`src/rtl/sect239k1_pt_mul_host.sv`:
```
// sect239k1_pt_mul_host
// Host-side serial front end that acts as the initiator of sect239k1_pt_mul.
// A frame is one sync bit (1) followed by DW scalar bits, MSB first. The
// scalar is handed to the multiplier, the block waits for done, and the
// result {x,y} goes back out MSB first (x[DW-1] first, y[0] last).
//
// Ports
//   clk, rst_n        clock (rising edge) and asynchronous active-low reset
//   abort             synchronous soft abort, highest priority in any state
//   rx_bit, rx_valid  serial input, one bit per cycle while rx_valid is high
//   tx_bit, tx_valid  serial output
//   tx_ready          output sink ready
//   busy              high whenever the FSM is not idle
//   err               sticky timeout / rx-overrun flag, cleared by a sync bit
//   pm_clr, pm_start  one-cycle pulses to the multiplier
//   pm_d              scalar to the multiplier
//   pm_done, pm_x, pm_y  multiplier completion and result
//   dbg_state         current FSM state (state_t encoding)
//
// Output handshake: a bit moves on every rising edge where tx_valid and
// tx_ready are both high. While tx_ready is low, tx_valid and tx_bit stay
// unchanged. The input side has no backpressure: rx_valid marks a bit that
// is consumed in that cycle.
module sect239k1_pt_mul_host #(
  parameter int DW      = 239,
  parameter int TO_W    = 24,
  parameter int TIMEOUT = 0
) (
  input  logic          clk,
  input  logic          rst_n,
  input  logic          abort,
  input  logic          rx_bit,
  input  logic          rx_valid,
  output logic          tx_bit,
  output logic          tx_valid,
  input  logic          tx_ready,
  output logic          busy,
  output logic          err,
  output logic          pm_clr,
  output logic          pm_start,
  output logic [DW-1:0] pm_d,
  input  logic          pm_done,
  input  logic [DW-1:0] pm_x,
  input  logic [DW-1:0] pm_y,
  output logic [2:0]    dbg_state
);

  typedef enum logic [2:0] {
    S_IDLE  = 3'd0,
    S_RECV  = 3'd1,
    S_START = 3'd2,
    S_WAIT  = 3'd3,
    S_SEND  = 3'd4
  } state_t;

  // One counter serves both the receive and the send phase, so it must
  // hold 2*DW-1 without wrapping.
  localparam int             CW      = $clog2(2 * DW);
  localparam logic [CW-1:0]  D_LAST  = CW'(DW - 1);
  localparam logic [CW-1:0]  S_LAST  = CW'(2 * DW - 1);
  localparam logic [TO_W-1:0] TO_LAST = (TIMEOUT == 0) ? '0 : TO_W'(TIMEOUT - 1);

  state_t            state_q, state_d;
  logic [CW-1:0]     cnt_q, cnt_d;
  logic [TO_W-1:0]   to_q, to_d;
  logic [DW-1:0]     d_q, d_d;
  logic [2*DW-1:0]   sh_q, sh_d;
  logic              err_q, err_d;
  logic              clr_q, clr_d;

  always_comb begin
    state_d = state_q;
    cnt_d   = cnt_q;
    to_d    = to_q;
    d_d     = d_q;
    sh_d    = sh_q;
    err_d   = err_q;
    clr_d   = 1'b0;
    if (abort) begin
      // pm_d and err are deliberately left alone.
      state_d = S_IDLE;
      cnt_d   = '0;
      to_d    = '0;
      clr_d   = 1'b1;
    end else begin
      unique case (state_q)
        S_IDLE: begin
          if (rx_valid && rx_bit) begin
            state_d = S_RECV;
            cnt_d   = '0;
            err_d   = 1'b0;
          end
        end
        S_RECV: begin
          if (rx_valid) begin
            d_d   = {d_q[DW-2:0], rx_bit};
            cnt_d = cnt_q + CW'(1);
            if (cnt_q == D_LAST) begin
              state_d = S_START;
              cnt_d   = '0;
            end
          end
        end
        S_START: begin
          state_d = S_WAIT;
          to_d    = '0;
        end
        S_WAIT: begin
          if (pm_done) begin
            sh_d    = {pm_x, pm_y};
            state_d = S_SEND;
            cnt_d   = '0;
          end else if ((TIMEOUT != 0) && (to_q == TO_LAST)) begin
            err_d   = 1'b1;
            clr_d   = 1'b1;
            state_d = S_IDLE;
          end else begin
            to_d = to_q + TO_W'(1);
          end
        end
        S_SEND: begin
          if (tx_ready) begin
            sh_d  = {sh_q[2*DW-2:0], 1'b0};
            cnt_d = cnt_q + CW'(1);
            if (cnt_q == S_LAST) begin
              state_d = S_IDLE;
              cnt_d   = '0;
            end
          end
        end
        default: state_d = S_IDLE;
      endcase
      // Input bits arriving while a multiply is in flight are dropped.
      if (rx_valid && ((state_q == S_START) || (state_q == S_WAIT) ||
                       (state_q == S_SEND))) begin
        err_d = 1'b1;
      end
    end
  end

  always_ff @(posedge clk or negedge rst_n) begin
    if (!rst_n) begin
      state_q <= S_IDLE;
      cnt_q   <= '0;
      to_q    <= '0;
      d_q     <= '0;
      sh_q    <= '0;
      err_q   <= 1'b0;
      clr_q   <= 1'b0;
    end else begin
      state_q <= state_d;
      cnt_q   <= cnt_d;
      to_q    <= to_d;
      d_q     <= d_d;
      sh_q    <= sh_d;
      err_q   <= err_d;
      clr_q   <= clr_d;
    end
  end

  assign tx_valid  = (state_q == S_SEND);
  // Gated so a result left behind by an abort never shows on the line.
  assign tx_bit    = tx_valid & sh_q[2*DW-1];
  assign busy      = (state_q != S_IDLE);
  assign err       = err_q;
  assign pm_clr    = clr_q;
  assign pm_start  = (state_q == S_START);
  assign pm_d      = d_q;
  assign dbg_state = state_q;

endmodule
```
`config.mk`:
```
export PLATFORM = sky130hd
export DESIGN_NAME = sect239k1_pt_mul_host
export DESIGN_NICKNAME = d
export VERILOG_FILES = /design/src/rtl/sect239k1_pt_mul_host.sv
export SDC_FILE = /design/constraint.sdc
export NUM_CORES = 1
export LEC_CHECK = 0
export CAP_MARGIN = 5
export CELL_PAD_IN_SITES_DETAIL_PLACEMENT = 1
export CELL_PAD_IN_SITES_GLOBAL_PLACEMENT = 1
export CORE_MARGIN = 3
export CORE_UTILIZATION = 38
export DETAILED_ROUTE_END_ITERATION = 10
export GPL_TIMING_DRIVEN = 0
export PLACE_DENSITY_LB_ADDON = 0.1
export SLEW_MARGIN = 20
export SYNTH_ARGS = -nofsm -noshare
export SYNTH_HDL_FRONTEND = slang
export SYNTH_SLANG_ARGS = --single-unit
```
`constraint.sdc`:
```
create_clock -name clk -period 3.09 [get_ports clk]
set_clock_uncertainty 0.2 [all_clocks]
set_input_delay 0.927 -clock clk [delete_from_list [all_inputs] [get_ports clk]]
set_output_delay 0.927 -clock clk [all_outputs]
set_load 0.05 [all_outputs]
```
* Yosys cells after proc, flatten, opt, wreduce, memory -nomap -nowiden
Cells that the tools add are included.
Cells by class: $add $sub $neg 1, multipliers 0, div/mod/pow operators 0, $lt $le $gt $ge 0, equal/unequal tests 14, shift-type cells 0, mux-type cells 23, bitwise logic cells 2, reductions and logical operators 15
Operator list (count):
- $mux W478 | 2
- $pmux W478 S2 | 1
- $mux W9 | 7
- $pmux W9 S4 | 1
- $mux W3 | 7
- $pmux W3 S5 | 1
- $ne A3 B3 Y1 const B | 4
- $add A9 B1 Y9 const B | 1
- $eq A9 B8 Y1 const B | 1
- $eq A9 B9 Y1 const B | 1
- $eq A3 B2 Y1 const B | 2
- $ne A3 B2 Y1 const B | 2
- $reduce_and A3 Y1 | 2
- $reduce_and A6 Y1 | 1
- $reduce_bool A2 Y1 | 3
- $reduce_and A5 Y1 | 1
- $reduce_bool A5 Y1 | 1
- $mux W1 | 4
- $reduce_and A4 Y1 | 1
- $eq A3 B1 Y1 const B | 1
- $eq A3 B3 Y1 const B | 1
- $logic_not A3 Y1 | 1
- $reduce_bool A3 Y1 | 1
- $logic_and A1 B1 Y1 | 2
- other kinds (5) | 6
Storage, ports and cells: register bits after elaboration 731, bits in latches 0, memory bits (writable) 0, ROM bits 0, input port bits 485, output and inout port bits 248, memories 0

* Depth between registers and ports, before layout
Gate-level depths: netlist of run 1.
word-level depth 6, depth in mapped cells 10, gate-level depth less buffers 7

* Worst setup path before layout of run 1
No wires, ideal clock.
kind reg-to-output, start point register state_q[1] (netlist: dbg_state[1]), end point output tx_bit, arrival 2.551 ns, data required time 1.963 ns, setup slack -0.588 ns, cell stages (with the launch flop) 7, buffers on the path 3, cells stage by stage dfrtp_1 -> buf_2 -> or3b_4 -> inv_2 -> buf_4 -> clkbuf_1 -> and2_1
Between the ends: cells in the longest elaborated chain, start to end 2
RTL lines:
- from (decl) | RTL line 63 | state_t state_q, state_d;
- from (signal assigned) | RTL line 151 | state_q <= state_d;
- $eq A3 B3 Y1 | RTL line 161 | assign tx_valid = (state_q == S_SEND);
- named net tx_valid | RTL line 35 | output logic tx_valid,
- $and A1 B1 Y1 | RTL line 163 | assign tx_bit = tx_valid & sh_q[2*DW-1];
- to (decl) | RTL line 34 | output logic tx_bit,
The timed path passes the listed nets, and every way through them passes these cells.

* Final worst setup path of run 1
start point register state_q[1] (netlist: dbg_state[1]), end point output tx_bit
Between the ends: cells in the longest elaborated chain, start to end 2
RTL lines (RTL line):
- $eq A3 B3 Y1 | 161
- $and A1 B1 Y1 | 163
Every way passes these cells.

==> results.cfg, run 1 <==
[routing]
drt_iter0_markers = 1289
firstDrtPassIters = 5
drt_wl_total_um = 112000
num_vias = 26900
drc = 0
antenna_left = 0
wl_per_cell_um = 21.4
post_drt_via_cell_ratio = 5.15

[timing]
tightest_slew_ns = 0.822
slew_headroom = 0.454
rsz0062_at_grt = true
tns_ns = 0
hold_violations = 0
drv_slew = 0
min_period_ns = 3.09
finalSetupViolCount = 0
max_freq_mhz = 324
period_share = 0.999

[worst_setup_path]
cp-end-kind = output port
cp_max_fo = 4
crit_required_ns = 1.96
arrival_ns = 1.96
crit_start = dbg_state[1]
rr_startpoint = dbg_state[1]
crit_type = flop to output port
critPathLaunchType = flop
r2r_setup_slack_ns = 0.26
r2r_end = sh_q[303]
r2r_cells = 7

[grt]
antenna_found_initial = 65
grt_max_degree = 98
grt_pass1_vias = 28700
grt_overflow_total = 0
track_usage = 0.255
grt_pass1_wl_um = 169000

[die]
core_area_um2 = 80900
pin_count = 733
rows = 104
die_x_um = 292
die_area_um2 = 85500
chipHeight_um = 292
start_util = 0.385

[power]
p_leak_nw = 20.0
ir_drop_v = 0.000472
powerDensity_nw_per_um2 = 715

[clock_tree]
cts_made_buffers = 82
cts-root-buf = clkbuf_16
cts-htree-levels = 3
clkSinkCount = 731
cts_max_path_buffers = 3
cts_tree = built
clk_pin_slew_worst_paths_ns = 0.06
clk_latency_ns = 0.63

[logic_synthesis]
synth_area_um2 = 31200
seq_area_frac_synth = 0.587
synth.area.top_cells = dfrtp_1 (59%), nand2_1 (12%), a31oi_1 (9.6%)
synth-main-ff-cell = dfrtp_1
netlist.area_leader.share = 0.587
netlist_instances = 3210
synth_top_cell_by_area = dfrtp_1
ys_warn_count = 0
avgSynthCellArea_um2 = 9.71
synthArstFlopShare = 1.00
synth_fp_nets = 3698
yosysUniqueCellTypes = 40
synth-seq-cells = 731
synth_edf_count = 0

[flow_run]
maxCapViolations = 0

[placement]
hpwl_um = 82200
port_buffers = 732
place.gp.congestion = 0.813

[layout]
multi_input_area_um2 = 11600
seq_area_um2 = 18300
syn_to_final_growth_pct = 38.3
utilization = 0.533
nNetsFinal = 4531
drive_gt1_frac = 0.134
layout_commonest_cell = nand2_1
final_cell_mix = nand2_1 (970), dfrtp_1 (731), clkdlybuf4s50_1 (694), nor2_1 (481), a31oi_1 (477)
nFillCells = 9062

[status]
status = finished, final reports clean

[hold_path]
hold_class = input pin to asynchronous set/reset pin
-- worst max-delay path by stage --
| stage | to | slack (ns) | cells past startpoint |
|---|---|---|---|
| 2_1_floorplan | tx_bit | 0.03 | 6 |
| 3_3_place_gp | pm_d[112] | -33.69 | 1 |
| 3_5_place_dp | pm_d[10] | -0.77 | 6 |
| 4_1_cts | tx_bit | -0.14 | 6 |
| 5_1_grt | tx_bit | -0.07 | 5 |
| 6_report | tx_bit | 0.003 | 5 |
-- synthesized netlist by cell type (2+ instances only) --
master	number
a31oi_1	477
a32oi_1	7
and2_1	2
buf_1	3
buf_2	81
buf_4	44
buf_6	13
clkbuf_1	103
dfrtp_1	731
ha_1	3
inv_1	6
mux2_2	239
mux2i_1	2
nand2_1	970
nand3_1	5
nand4_1	2
nor2_1	481
nor2b_1	6
o21ai_0	4
o31ai_1	7
o41ai_1	2
or2_2	2
or3_1	3
-- final cells by class --
cell class              count  area share
plain buffers             242      0.0299
flip-flops and latches    731       0.424
multi-input cells        2228       0.269
clock inverters            33     0.00894
well taps                1060      0.0308
repair buffers            751       0.178
clock buffers             116      0.0555
diodes                     48     0.00279
inverters                   7    0.000726
-- state kept, by name (all words and copies together), names as in the netlist --
signal / flops
cnt_q: 9
dbg_state: 3
err: 1
pm_clr: 1
pm_d: 239
sh_q: 478
-- metrics by stage --
step	power, W	instances	hold slack, ns	worst slack [ns]	cell area (um2)
finish	0.0308	5216	0.00523	0.00349	43100
global route	0.0327	5205	0.0175	-0.0736	43100
CTS	0.0311	5167	0.00288	-0.143	42900
detailed placement	0.0209	5011	0.293	-0.771	40100
global placement	0.0206	5002	0.289	-33.69	39800
floorplan	0.0184	3210	0.288	0.0306	31200
-- logic make-up after synthesis --
| group | Yosys count | synth area share |
|---|---|---|
| AOI/OAI and AO/OA | 506 | 0.103 |
| and+or+nand+nor | 1478 | 0.180 |
| muxes | 241 | 0.0870 |
| adders and majority gates | 3 | 0.00120 |
| DFF | 731 | 0.587 |
| buffers and inverters | 251 | 0.0419 |
-- power by group --
part	internal [W]	total (W)	leakage, nW	switching (W)
clock network	0.00586	0.0100	1.38	0.00418
registers	0.0126	0.0143	9.41	0.00170
logic	0.00304	0.00645	9.16	0.00341
-- layer usage --
layer	vias to the layer above	GRT usage	routed length, um
met1	13400	0.282	41900
met2	626	0.448	57300
met3	238	0.0767	7410
met4	34	0.121	4940
li1	12600	-	-
met5	-	0	252
-- what timing repair did --
item,in CTS,in global routing
resized for setup,59,25
pin swaps,1,2
cloned,0,1
endpoints found under the setup margin,556,499
buffers inserted,8,1
hold buffers,0,0
hold endpoints to repair,0,0
-- critical path, stage by stage (launching register included) --
cell and delay (ns):
dfrtp_1 0.40, buf_6 0.13, or3b_4 0.40, inv_6 0.10, and2_4 0.16, buf_8 0.14
No activity file was read; power rests on OpenSTA's default activity.
==> inputs of run 2 (changes only) <==
--- a/config.mk
+++ b/config.mk
@@ -5,7 +5,7 @@
 export SDC_FILE = /design/constraint.sdc
 export NUM_CORES = 1
 export LEC_CHECK = 0
-export CAP_MARGIN = 5
+export CAP_MARGIN = 20
 export CELL_PAD_IN_SITES_DETAIL_PLACEMENT = 1
 export CELL_PAD_IN_SITES_GLOBAL_PLACEMENT = 1
 export CORE_MARGIN = 3
==> constraint.sdc (replaced) <==
create_clock -name clk -period 2.9 [get_ports clk]
set_clock_uncertainty 0.2 [all_clocks]
set_input_delay 0.87 -clock clk [delete_from_list [all_inputs] [get_ports clk]]
set_output_delay 0.87 -clock clk [all_outputs]
set_load 0.05 [all_outputs]
==> run 2 against run 1 <==
  * Non-clock buffer count increased by 2
  * Critical endpoint unchanged
  * Via count decreased by 0.76%
  * Sequential share of layout area increased by 0.24 points
  * Total power increased by 6.8%
  * Worst setup slack improved by 0.0027 ns
  * Cell count decreased by 0.15%
  * Die area unchanged
  * Sequential power increased by 7%
  * Count of clock-buffer cells in the layout decreased by 2
  * Hold slack improved by 0.30 ns
  * Global-route usage decreased by 0.91 points
==> results.cfg, run 2 (synthesis gave the netlist of run 1 again) <==
[worst_setup_path]
cp_max_fo = 5
crit_required_ns = 1.83
crit_type = flop to output port
r2r_cells = 6
arrival_ns = 1.82
critPathLaunchType = flop
cp-end-kind = output port

[clock_tree]
cts_max_path_buffers = 3
cts_tree = built
clk_pin_slew_worst_paths_ns = 0.06
clkSinkCount = 731
cts_made_buffers = 82
clk_latency_ns = 0.64
cts-root-buf = clkbuf_16
cts-htree-levels = 3

[grt]
grt_util_met3 = 0.0762
antenna_found_initial = 71
grt_max_degree = 88
grtUsageMet1 = 0.285
grt_pass1_wl_um = 165000
grt_pass1_vias = 28500
grt_overflow_total = 0
track_usage = 0.246
top_usage_layer = met2
grt_use_met2 = 0.426

[layout]
largest_reg_flops = 478
nFillCells = 9089
multi_input_area_um2 = 11600
nNetsFinal = 4533
drive_gt1_frac = 0.133
seq_area_um2 = 18300
regMostFlops = sh_q
syn_to_final_growth_pct = 37.5
final_cell_mix = nand2_1 (970), dfrtp_1 (730), clkdlybuf4s50_1 (484), nor2_1 (481), a31oi_1 (477)
layout_commonest_cell = nand2_1

[routing]
wl_per_cell_um = 20.7
firstDrtPassIters = 5
drt_iter0_markers = 1398
drc = 0
num_vias = 26700
drt_wl_total_um = 108000
antenna_left = 0
post_drt_via_cell_ratio = 5.12

[timing]
max_freq_mhz = 346
drv_slew = 0
holdWs_ns = 0.301
layout_setup_ws_ns = 0.00620
period_share = 0.998
finalSetupViolCount = 0
slew_headroom = 0.519
min_period_ns = 2.89
tightest_slew_ns = 0.721
hold_violations = 0
rsz0062_at_grt = true

[placement]
hpwl_um = 79800
place_ws_ns = -0.695
place.gp.congestion = 0.795
port_buffers = 732

[die]
pin_count = 733
die_x_um = 292
chipHeight_um = 292
start_util = 0.385
core_area_um2 = 80900
rows = 104
die_area_um2 = 85500

[flow_run]
maxCapViolations = 0

[power]
power.total_w = 0.0329
ir_drop_v = 0.000439
p_leak_nw = 20.8
powerDensity_nw_per_um2 = 768

[hold_path]
hold_class = flop to flop
worstHoldPathCells = 1

[status]
status = finished, final reports clean
[run 2: cell count changes in the layout (fill, tap and decap cells not counted), sizes merged]
cell,previous run,this run
buf,162,165
bufinv,5,9
clkbuf,219,216
clkdlybuf4s15,1,0
clkdlybuf4s50,694,484
clkinv,24,18
clkinvlp,1,2
diode,48,44
dlygate4sd2,21,242
dlygate4sd3,0,1
dlymetal6s2s,12,1
inv,10,7
[run 2: cell type report]
class                           instances  share of cell area
Clock buffer                          114              0.0544
Antenna cell                           44             0.00257
Clock inverter                         29              0.0111
Buffer                                240              0.0296
Sequential cell                       731               0.427
Timing Repair Buffer                  755               0.173
Multi-Input combinational cell       2228               0.271
Tap cell                             1060              0.0309
Inverter                                7            0.000730
[run 2: worst paths after layout]
kind	startpoint	to	slack, ns
min in group asynchronous	rst_n	pm_d[64]	0.55
max in group asynchronous	rst_n	sh_q[96]	0.30
setup / recovery	dbg_state[0]	tx_bit	0.006
hold / removal	pm_d[235]	pm_d[236]	0.30
hold reg to reg	pm_d[235]	pm_d[236]	0.30
setup reg to reg	dbg_state[2]	sh_q[233]	0.17
[run 2: repair_timing]
| action | in CTS | in global routing |
|---|---|---|
| hold buffers | 1 | 0 |
| gates resized for setup | 291 | 11 |
| pin swaps | 3 | 2 |
| endpoints found under the setup margin | 664 | 520 |
| setup buffers | 10 | 3 |
| hold endpoints to repair | 44 | 0 |
[run 2: power breakdown]
group | internal [W] | switching [W]
logic | 0.00327 | 0.00356
registers | 0.0135 | 0.00177
clock network | 0.00645 | 0.00439
total | 0.0232 | 0.00972
[run 2: worst max-delay path, cell delays in order (launching register included)]
cell and delay (ns):
dfrtp_1 0.40, or3b_4 0.44, clkinv_4 0.09, and2_4 0.15, buf_12 0.13
[run 2: through the flow]
step / util / instance area, um2 / setup TNS [ns] / instances
6_report: 0.530 / 42900 / 0 / 5208
5_1_grt: 0.529 / 42800 / -0.145 / 5197
4_1_cts: 0.528 / 42700 / -0.606 / 5164
3_5_place_dp: 0.495 / 40100 / -320.73 / 5011
3_3_place_gp: 0.492 / 39800 / - / 5002
2_1_floorplan: - / 31200 / 0 / 3210
[run 2: metal layers]
layer	part of all wire	wire [um]	vias to the layer above
li1	-	-	12600
met1	0.39	42000	13200
met5	0.0035	372	-
met3	0.070	7600	226
met4	0.033	3520	54
met2	0.50	54300	605
==> inputs of run 3 (changes only) <==
==> constraint.sdc (replaced) <==
create_clock -name clk -period 3.1 [get_ports clk]
set_clock_uncertainty 0.2 [all_clocks]
set_input_delay 0.93 -clock clk [delete_from_list [all_inputs] [get_ports clk]]
set_output_delay 0.93 -clock clk [all_outputs]
set_load 0.05 [all_outputs]
==> run 3 against run 2 <==
  * The run now ends with setup timing left
  * Count of clock-buffer cells in the layout rose by 2
  * Die area did not move
  * Register-to-register slack improved by 0.08 ns
  * Sequential power fell by 7%
  * Cell count rose by 0.12%
  * Hold slack got worse by 0.29 ns
  * Critical path depth rose by 1
  * Non-clock buffer count fell by 4
  * Via count rose by 0.67%
  * Highest routed layer unchanged
==> results.cfg, run 3 (synthesis gave the netlist of run 1 again) <==
[layout]
nFillCells = 9064
drive_gt1_frac = 0.133
layout_commonest_cell = nand2_1
multi_input_area_um2 = 11600
seq_area_um2 = 18300
regMostFlops = sh_q
final_cell_mix = nand2_1 (970), dfrtp_1 (731), clkdlybuf4s50_1 (699), nor2_1 (481), a31oi_1 (477)
fin_cells = 5214
syn_to_final_growth_pct = 38.2
nNetsFinal = 4529
largest_reg_flops = 478

[die]
die_x_um = 292
die_area_um2 = 85500
chipHeight_um = 292
rows = 104
start_util = 0.385
core_area_um2 = 80900
pin_count = 733

[routing]
firstDrtPassIters = 5
drt_wl_total_um = 112000
drt_iter0_markers = 1287
post_drt_via_cell_ratio = 5.15
drc = 0
wl_per_cell_um = 21.4
antenna_left = 0
num_vias = 26900

[timing]
rsz0062_at_grt = true
max_freq_mhz = 322
slew_headroom = 0.457
finalSetupViolCount = 1
tns_ns = -0.00942
layout_setup_ws_ns = -0.00942
tightest_slew_ns = 0.817
drv_slew = 0
min_period_ns = 3.11
hold_violations = 0
period_share = 1.00

[clock_tree]
clk_pin_slew_worst_paths_ns = 0.06
cts_made_buffers = 82
cts-htree-levels = 3
cts_hold_buf = 0
cts_max_path_buffers = 3
cts_tree = built
clkSinkCount = 731
cts-root-buf = clkbuf_16
clk_latency_ns = 0.62

[worst_setup_path]
cp_max_fo = 6
r2r_setup_slack_ns = 0.25
crit_type = flop to output port
crit_required_ns = 1.97
r2r_end = sh_q[303]
critPathLaunchType = flop
cp-end-kind = output port
rr_startpoint = dbg_state[2]
r2r_cells = 6
arrival_ns = 1.98

[grt]
top_usage_layer = met2
grt_max_degree = 98
grtUsageMet1 = 0.282
grt_pass1_vias = 28700
track_usage = 0.254
grt_overflow_total = 0
antenna_found_initial = 65
grt_pass1_wl_um = 169000
grt_use_met2 = 0.447
grt_util_met3 = 0.0767

[placement]
port_buffers = 732
placedCellCount = 5011
place.gp.congestion = 0.813
hpwl_um = 82200

[status]
status = finished, violations left
violations = setup timing

[power]
powerDensity_nw_per_um2 = 713
power.total_w = 0.0307
ir_drop_v = 0.000470
p_leak_nw = 19.9

[flow_run]
maxCapViolations = 0

[hold_path]
hold_class = input pin to asynchronous set/reset pin
## run 3: changes by cell type in the layout (fill, tap and decap cells not counted), sizes merged
cell | previous run | this run
dlygate4sd2 | 242 | 19
clkinvlp | 2 | 1
dlygate4sd3 | 1 | 0
bufinv | 9 | 5
buf | 165 | 160
dlymetal6s2s | 1 | 9
clkbuf | 216 | 219
inv | 7 | 10
clkdlybuf4s50 | 484 | 699
clkdlybuf4s15 | 0 | 1
diode | 44 | 48
clkinv | 18 | 24
## run 3: layout make-up
class                   count  area share
well taps                1060      0.0308
clock inverters            33     0.00894
clock buffers             116      0.0555
repair buffers            749       0.178
multi-input cells        2228       0.269
flip-flops and latches    731       0.425
inverters                   7    0.000784
plain buffers             242      0.0299
diodes                     48     0.00279
## run 3: layer usage
metal,vias to the layer above,routed length [um]
met5,-,245
met4,34,4810
met3,234,7380
met2,613,57200
met1,13400,42000
li1,12600,-
## run 3: repair_timing
item / in CTS / in global routing
cloned: 0 / 1
setup endpoints to repair: 514 / 436
gates resized for setup: 56 / 23
setup buffers: 6 / 1
pin swaps: 2 / 1
## run 3: metrics by stage
| stage | utilization | cell area (um2) | worst slack (ns) | hold slack, ns |
|---|---|---|---|---|
| after floorplan | - | 31200 | 0.0376 | 0.288 |
| after global placement | 0.492 | 39800 | -33.68 | 0.289 |
| after detailed placement | 0.495 | 40100 | -0.764 | 0.293 |
| after CTS | 0.530 | 42900 | -0.150 | 0.00588 |
| after global routing | 0.532 | 43100 | -0.0797 | 0.0205 |
| final | 0.532 | 43100 | -0.00942 | 0.0100 |
## run 3: power by group
group          switching (W)  internal, W  total, W
Clock                0.00416      0.00584    0.0100
Combinational        0.00340      0.00303   0.00643
Sequential           0.00170       0.0126    0.0143
Total                0.00925       0.0215    0.0307
## run 3: worst max path at each step
stage            startpoint         to  slack [ns]  cells past startpoint
2_1_floorplan  dbg_state[1]     tx_bit        0.04                      6
3_3_place_gp          rst_n  pm_d[112]      -33.68                      1
3_5_place_dp          abort   pm_d[10]       -0.76                      6
4_1_cts        dbg_state[1]     tx_bit       -0.15                      6
5_1_grt        dbg_state[1]     tx_bit       -0.08                      5
6_report       dbg_state[1]     tx_bit      -0.009                      5
## run 3: worst max-delay path, stage by stage, from the launching register on
cell	delay (ns)
dfrtp_1	0.40
buf_6	0.13
or3b_4	0.41
inv_8	0.11
and2_4	0.16
buf_8	0.14
